**config.mk**
```make
export PLATFORM = sky130hd
export DESIGN_NAME = pwm_hit_sequencer
export DESIGN_NICKNAME = d
export VERILOG_FILES = /design/src/rtl/pwm_hit_sequencer.sv
export SDC_FILE = /design/constraint.sdc
export NUM_CORES = 1
export LEC_CHECK = 0
export CAP_MARGIN = 5
export CORE_MARGIN = 3
export CORE_UTILIZATION = 45
export CTS_BUF_LIST = sky130_fd_sc_hd__clkbuf_16
export CTS_CLUSTER_DIAMETER = 50
export DETAILED_ROUTE_END_ITERATION = 16
export GPL_ROUTABILITY_DRIVEN = 0
export GPL_TIMING_DRIVEN = 0
export PLACE_DENSITY = 0.69
export SLEW_MARGIN = 5
export SYNTH_ARGS = -nofsm -noshare
export SYNTH_HDL_FRONTEND = slang
export SYNTH_SLANG_ARGS = --single-unit
```
**constraint.sdc**
```tcl
create_clock -name clk -period 2.7 [get_ports clk]
set_input_delay 0.27 -clock clk [delete_from_list [all_inputs] [get_ports clk]]
set_output_delay 0.27 -clock clk [all_outputs]
set_load 0.1 [all_outputs]
```
**src/rtl/pwm_hit_sequencer.sv**
```systemverilog
// pwm_hit_sequencer
//   Front end for PWMSerializer. Two requesters each ask for a haptic pulse at
//   a given peak strength. Requests are arbitrated round-robin and the winner
//   gets one trapezoidal envelope: ramp up, hold at peak, ramp down, forced gap.
//   Only one channel owns the serializer at a time.
//
// Ports
//   clk         system clock
//   reset       asynchronous, active-high reset
//   req[1:0]    per-channel request level, held high until ack is seen
//   level0/1    requested peak duty per channel, sampled at grant
//   abort       synchronous early end of the current pulse (RAMP_UP/HOLD only)
//   ack[1:0]    one-cycle one-hot grant pulse
//   duty_cycle  envelope value to PWMSerializer
//   hit[1:0]    one-hot active channel to PWMSerializer, 00 when no pulse
//   busy        high in every state except IDLE
module pwm_hit_sequencer #(
    parameter int TICK_CYCLES = 100000,
    parameter int STEP        = 10,
    parameter int MAX_DUTY    = 99,
    parameter int HOLD_TICKS  = 20,
    parameter int GAP_TICKS   = 5
) (
    input  logic       clk,
    input  logic       reset,
    input  logic [1:0] req,
    input  logic [6:0] level0,
    input  logic [6:0] level1,
    input  logic       abort,
    output logic [1:0] ack,
    output logic [6:0] duty_cycle,
    output logic [1:0] hit,
    output logic       busy
);

    localparam int TCW      = (TICK_CYCLES > 1) ? $clog2(TICK_CYCLES) : 1;
    localparam int HOLD_EFF = (HOLD_TICKS == 0) ? 1 : HOLD_TICKS;
    localparam int GAP_EFF  = (GAP_TICKS == 0) ? 1 : GAP_TICKS;
    localparam int PCNT_MAX = (HOLD_EFF > GAP_EFF) ? HOLD_EFF : GAP_EFF;
    localparam int PCW      = $clog2(PCNT_MAX + 1);

    localparam logic [TCW-1:0] TICK_LAST = TCW'(TICK_CYCLES - 1);
    localparam logic [PCW-1:0] HOLD_LAST = PCW'(HOLD_EFF - 1);
    localparam logic [PCW-1:0] GAP_LAST  = PCW'(GAP_EFF - 1);
    localparam logic [7:0]     STEP8     = 8'(STEP);
    localparam logic [6:0]     MAX7      = 7'(MAX_DUTY);

    typedef enum logic [2:0] {
        S_IDLE,
        S_RAMP_UP,
        S_HOLD,
        S_RAMP_DOWN,
        S_GAP
    } state_t;

    state_t           r_state, w_state;
    logic [TCW-1:0]   r_tick_cnt, w_tick_cnt;
    logic [PCW-1:0]   r_pcnt, w_pcnt;
    logic             r_last_grant, w_last_grant;
    logic [6:0]       r_target, w_target;
    logic [6:0]       r_duty, w_duty;
    logic [1:0]       r_hit, w_hit;
    logic [1:0]       r_ack, w_ack;
    logic             r_busy, w_busy;

    logic             w_tick;
    logic             w_winner;
    logic [6:0]       w_level;
    logic [7:0]       w_sum;
    logic [7:0]       w_diff;

    assign w_tick = (r_state != S_IDLE) && (r_tick_cnt == TICK_LAST);

    always_ff @(posedge clk or posedge reset) begin
        if (reset) begin
            r_state      <= S_IDLE;
            r_tick_cnt   <= '0;
            r_pcnt       <= '0;
            r_last_grant <= 1'b1;
            r_target     <= '0;
            r_duty       <= '0;
            r_hit        <= '0;
            r_ack        <= '0;
            r_busy       <= 1'b0;
        end else begin
            r_state      <= w_state;
            r_tick_cnt   <= w_tick_cnt;
            r_pcnt       <= w_pcnt;
            r_last_grant <= w_last_grant;
            r_target     <= w_target;
            r_duty       <= w_duty;
            r_hit        <= w_hit;
            r_ack        <= w_ack;
            r_busy       <= w_busy;
        end
    end

    always_comb begin
        w_state      = r_state;
        w_tick_cnt   = r_tick_cnt;
        w_pcnt       = r_pcnt;
        w_last_grant = r_last_grant;
        w_target     = r_target;
        w_duty       = r_duty;
        w_hit        = r_hit;
        w_ack        = '0;
        w_winner     = 1'b0;
        w_level      = '0;
        w_sum        = {1'b0, r_duty} + STEP8;
        w_diff       = {1'b0, r_duty} - STEP8;

        if (r_state != S_IDLE) begin
            w_tick_cnt = w_tick ? '0 : r_tick_cnt + TCW'(1);
        end

        case (r_state)
            S_IDLE: begin
                if (req != 2'b00) begin
                    // On a tie the channel that did not win last time goes.
                    w_winner     = (req == 2'b11) ? ~r_last_grant : req[1];
                    w_level      = w_winner ? level1 : level0;
                    w_last_grant = w_winner;
                    w_ack        = w_winner ? 2'b10 : 2'b01;
                    w_target     = (w_level > MAX7) ? MAX7 : w_level;
                    w_duty       = '0;
                    w_tick_cnt   = '0;
                    w_pcnt       = '0;
                    if (w_target != '0) begin
                        w_hit   = w_ack;
                        w_state = S_RAMP_UP;
                    end else begin
                        w_hit   = '0;
                        w_state = S_GAP;
                    end
                end
            end

            S_RAMP_UP: begin
                if (abort) begin
                    w_state = S_RAMP_DOWN;
                end else if (w_tick) begin
                    if (w_sum >= {1'b0, r_target}) begin
                        w_duty  = r_target;
                        w_state = S_HOLD;
                        w_pcnt  = '0;
                    end else begin
                        w_duty = w_sum[6:0];
                    end
                end
            end

            S_HOLD: begin
                if (abort) begin
                    w_state = S_RAMP_DOWN;
                end else if (w_tick) begin
                    if (r_pcnt == HOLD_LAST) begin
                        w_state = S_RAMP_DOWN;
                    end else begin
                        w_pcnt = r_pcnt + PCW'(1);
                    end
                end
            end

            S_RAMP_DOWN: begin
                if (w_tick) begin
                    // Saturate at zero instead of wrapping below STEP.
                    if ({1'b0, r_duty} <= STEP8) begin
                        w_duty  = '0;
                        w_hit   = '0;
                        w_state = S_GAP;
                        w_pcnt  = '0;
                    end else begin
                        w_duty = w_diff[6:0];
                    end
                end
            end

            S_GAP: begin
                w_duty = '0;
                w_hit  = '0;
                if (w_tick) begin
                    if (r_pcnt == GAP_LAST) begin
                        w_state = S_IDLE;
                    end else begin
                        w_pcnt = r_pcnt + PCW'(1);
                    end
                end
            end

            default: begin
                w_state = S_IDLE;
                w_duty  = '0;
                w_hit   = '0;
            end
        endcase

        w_busy = (w_state != S_IDLE);
    end

    assign ack        = r_ack;
    assign duty_cycle = r_duty;
    assign hit        = r_hit;
    assign busy       = r_busy;

endmodule

```
# [Yosys cells after proc, flatten, opt, wreduce, memory -nomap -nowiden]
# Index checks and enable logic that the tools add are counted.
[op_classes] n_addsub=4 magnitude_cmp=3 eq_ne=19 mux=47 bitwise_logic=3 reduce_logical=12
[op_table] operator="two-way mux 17 bit" count=4
[op_table] operator="two-way mux 7 bit" count=8
[op_table] operator="two-way mux 5 bit" count=11
[op_table] operator="two-way mux 3 bit" count=12
[op_table] operator="one-hot mux 7 bit (4 select lines)" count=1
[op_table] operator="one-hot mux 5 bit (5 select lines)" count=1
[op_table] operator="inequality test 2 bit (second input constant)" count=11
[op_table] operator="adder 17 x 1 -> 17 bit (second input constant)" count=1
[op_table] operator="== test 17 bit (second input constant)" count=1
[op_table] operator="one-hot mux 3 bit (5 select lines)" count=1
[op_table] operator="two-way mux 2 bit" count=7
[op_table] operator="AND reduction 12 bit" count=1
[op_table] operator="adder 7 x 4 -> 8 bit (second input constant)" count=1
[op_table] operator=">= comparator 8 x 7 -> 1 bit" count=1
[op_table] operator="greater-than comparator 7 bit (second input constant)" count=1
[op_table] operator="less-or-equal comparator 7 x 4 -> 1 bit (second input constant)" count=1
[op_table] operator="nonzero test 7 bit" count=1
[op_table] operator="subtractor 7 x 4 -> 7 bit (second input constant)" count=1
[op_table] operator="== test 3 x 2 -> 1 bit (second input constant)" count=2
[op_table] operator="one-hot mux 2 bit (3 select lines)" count=1
[op_table] operator="nonzero test 3 bit" count=2
[op_table] operator="adder 5 x 1 -> 5 bit (second input constant)" count=1
[op_table] operator="== test 5 x 3 -> 1 bit (second input constant)" count=1
[op_table] operator="== test 5 bit (second input constant)" count=1
[op_table] operator="13 further kinds" count=15
[word_totals] reg_bits=45 input_bits=19 output_inout_bits=12 word_cells=97

# [Depth between registers and ports, before layout]
[logic_depth] depth_word=10 ltp_mapped=12 depth_no_buf=10

# [Worst setup path before layout]
# OpenSTA, ideal clock, no wires.
[synth_path] path_type="flip-flop to flip-flop" start="register r_duty[1] (netlist: duty_cycle[1])" end="register r_duty[1] (netlist: duty_cycle[1])" setup_ps=123 t_arrival_ps=2951 required_ps=2577 path_slack_ps=-374 stages_incl_launch_ff=11 period_less_slack_ps=3074 cell_sequence="dfrtp_1 inv_1 ha_1 ha_1 a211o_1 a31oi_1 o21ai_0 buf_4 nand4_1 o21ai_0 a32o_1"
[synth_between] elab_chain_len=6 word_cells_on_any_way=10
[synth_lines] element="from (decl)" line="61" source="logic [6:0] r_duty, w_duty;"
[synth_lines] element="from (signal assigned)" line="91" source="r_duty <= w_duty;"
[synth_lines] element="adder 7 x 4 -> 8 bit" line="109" source="w_sum = {1'b0, r_duty} + STEP8;"
[synth_lines] element=">= comparator 8 x 7 -> 1 bit" line="142" source="if (w_sum >= {1'b0, r_target}) begin"
[synth_lines] element="two-way mux 7 bit" line="142"
[synth_lines] element="two-way mux 7 bit" line="141" source="end else if (w_tick) begin"
[synth_lines] element="two-way mux 7 bit" line="139" source="if (abort) begin"
[synth_lines] element="one-hot mux 7 bit (4 select lines) *" line="116" source="case (r_state)"
# Mark *: on every way between the ends. The rest lies on a longest branch, timed or not. The select of a mux whose other input is x is not followed.
# A chain may end at the register's enable or synchronous reset.

# [Final worst setup path]
[layout_path] start="register r_tick_cnt[12]" end="register r_pcnt[2]"
[layout_between] elab_chain_len=4 word_cells_on_any_way=7
[layout_lines] element="from (decl)" line="57" source="logic [TCW-1:0] r_tick_cnt, w_tick_cnt;"
[layout_lines] element="from (signal assigned)" line="87" source="r_tick_cnt <= w_tick_cnt;"
[layout_lines] element="== test 17 bit *" line="72" source="assign w_tick = (r_state != S_IDLE) && (r_tick_cnt == TICK_LAST);"
[layout_lines] element="logical AND 1 bit *" line="72"
[layout_lines] element="inequality test 2 bit (no source line)"
[layout_lines] element="AND reduction 12 bit (no source line) *"
[layout_lines] element="to (signal assigned)" line="88" source="r_pcnt <= w_pcnt;"
[layout_lines] element="to (decl)" line="58" source="logic [PCW-1:0] r_pcnt, w_pcnt;"
# Mark *: on every way between the ends. The rest lies on a longest branch, timed or not.

==> impl_metrics.env <==
export IMPL_fp_row_count=28
export IMPL_avgSynthCellArea_sq_um=8.84
export IMPL_drc=0
export IMPL_skew_ns=0.00295
export IMPL_overflow=0
export IMPL_powerDensity_nw_per_um2=584
export IMPL_core_area_sq_um=6030
export IMPL_clock_latency_ns=0.28
export IMPL_postSynthCellCount=323
export IMPL_start_kind="flop"
export IMPL_cap_violations=0
export IMPL_layoutNonFillerInstCount=442
export IMPL_via_count=2553
export IMPL_n_antenna_cell=0
export IMPL_grt_pass1_vias=2490
export IMPL_ys_seq_elements=45
export IMPL_end_kind="flop"
export IMPL_final_period_utilization_pct=98.2
export IMPL_die_h_um=85.6
export IMPL_dieArea_sq_um=7330
export IMPL_die_w_um=85.6
export IMPL_synth_edff_count=0
export IMPL_ant_nets=0
export IMPL_synthArstFlopShare_pct=100
export IMPL_crit_type="reg2reg"
export IMPL_grt_max_degree=26
export IMPL_fin_nets=397
export IMPL_mappedNetlistNets=354
export IMPL_postPlaceCellArea_sq_um=3280
export IMPL_tns_ns=0
export IMPL_cp_required_ns=2.91
export IMPL_ir_worst_vdd_v=0.000383
export IMPL_period_needed_ns=2.65
export IMPL_worst_slew_pin_slew_ns=0.970
export IMPL_cts_sink_count=45
export IMPL_synth_cell_types=62
export IMPL_dp_hpwl_um=4970
export IMPL_yosys_warnings=0
export IMPL_drt_first_pass_iters=4
export IMPL_initial_core_util_pct=47.4
export IMPL_cts_reportedPaths_clkPinSlew_ns=0.07
export IMPL_initialDrtViolationCount=155
export IMPL_synth_seq_area_share_pct=39.5
export IMPL_ioPinCount=31
export IMPL_syn_to_final_growth_pct=24.8
export IMPL_final_cell_mix="dfrtp_1 (39), nor2_1 (34), nand2_1 (32)"
export IMPL_timing_hold_ws_ns=0.321
export IMPL_arrival_ns=2.86
export IMPL_cts_root_buf="clkbuf_16"
export IMPL_grtUsageTotal_pct=18.5
export IMPL_crit_fanout=7
export IMPL_slew_limit_headroom_pct=35.1
export IMPL_wl_per_cell_um=15.2
export IMPL_antenna_found_initial=0
export IMPL_final_hold_violation_count=0
export IMPL_status="completed"
export IMPL_drv_slew=0
export IMPL_ctsHoldBuffers=0
export IMPL_vias_per_cell=5.78
export IMPL_design_area_sq_um=3560
export IMPL_power_total_mw=2.08
export IMPL_cts_tree="built"
export IMPL_syn_area_sq_um=2850
export IMPL_port_buffers=30
export IMPL_final_util_pct=59.1
export IMPL_cts_max_path_buffers=2
export IMPL_grt_pass1_wl_um=11100
export IMPL_cts_buffers=5
export IMPL_dp_cells=429
export IMPL_p_leak_nw=1.45
export IMPL_fin_ws_ns=0.0494
export IMPL_hold_class="in2async"
export IMPL_final_common_cell="dfrtp_1"
export IMPL_synthFlopType="dfrtp_1"
export IMPL_pre_cts_slack_ns=-0.119
export IMPL_max_freq_ghz=0.377
export IMPL_htree_levels=2
export IMPL_setup_violations=0
export IMPL_final_layout_size_suffix_gt1_share_pct=12.3
export IMPL_drt_total_wl_um=6710
-- kinds of logic (layout without fill, tap and decap cells) --
logic type,count (synthesis),in the layout,synth area share [%]
multiplexers,14,14,5.04
adder cells (fa/ha/maj),12,12,5.26
AO/OA/AOI/OAI,78,78,17.9
flip-flops,45,45,39.5
AND/OR/NAND/NOR,131,131,23.8
XOR/XNOR,14,14,4.30
buffers and inverters,29,73,4.25
-- synth_stat cells, types with 5 or more instances --
cell | number | area [sq um]
nand3_1 | 13 | 65.1
clkbuf_1 | 8 | 30.0
dfrtp_1 | 44 | 1100
nand2_1 | 32 | 120
nor3_1 | 8 | 40.0
nand4_1 | 8 | 50.1
mux2i_1 | 11 | 110
nor2_1 | 34 | 128
xnor2_1 | 7 | 61.3
or3_1 | 5 | 31.3
o21ai_0 | 24 | 120
a21oi_1 | 16 | 80.1
ha_1 | 12 | 150
inv_1 | 18 | 67.6
xor2_1 | 7 | 61.3
-- critical path, stage by stage (launching register included) --
cell and delay, ns:
dfrtp_1 0.42, or4b_4 0.54, or4_4 0.58, nor2_4 0.23, o221ai_4 0.16, or4_1 0.55
o211ai_1 0.10
-- per-layer routing --
| metal | vias to the layer above | GRT usage, % | wire, um |
|---|---|---|---|
| met5 | - | 0 | 0 |
| met4 | 0 | 5.04 | 72 |
| met1 | 1232 | 22.8 | 2950 |
| met3 | 7 | 3.07 | 217 |
| met2 | 47 | 33.3 | 3470 |
| li1 | 1267 | - | - |
-- final cells by class --
| type | instances | area, sq um |
|---|---|---|
| clock inverter | 3 | 50.0 |
| sequential | 45 | 1140 |
| tap | 75 | 93.8 |
| multi-input combinational | 249 | 1660 |
| clock buffer | 5 | 125 |
| fill | 554 | 2460 |
| buffer | 10 | 55.1 |
| inverter | 18 | 67.6 |
| timing repair buffer | 37 | 365 |
-- flip-flops by register name, indices dropped and copies added, names as in the netlist --
register / count
ack: 2
busy: 1
duty_cycle: 7
hit: 2
r_last_grant: 1
r_pcnt: 5
r_state: 3
r_target: 7
r_tick_cnt: 17
-- worst paths after layout --
check	from	endpoint	slack [ns]	depth (start not counted)
worst max register to register	r_tick_cnt[12]	r_pcnt[2]	0.05	6
worst min register to register	r_target[5]	r_target[5]	0.51	2
max in group asynchronous	reset	r_last_grant	1.80	3
worst max-delay path	r_tick_cnt[12]	r_pcnt[2]	0.05	6
worst min-delay path	reset	ack[0]	0.32	2
min in group clk	r_target[5]	r_target[5]	0.51	2
-- power by group --
group | switching [mW] | total, mW | internal (mW)
clock | 0.273 | 0.718 | 0.445
combinational | 0.295 | 0.510 | 0.215
sequential | 0.0909 | 0.852 | 0.761
-- repair_timing --
| item | CTS | global route |
|---|---|---|
| endpoints found under the setup margin | 9 | 24 |
| gates resized for setup | 1 | 14 |
| buffers inserted | 0 | 6 |
| pin swaps | 0 | 3 |
Note: power is estimated with default switching activity, not from simulation.
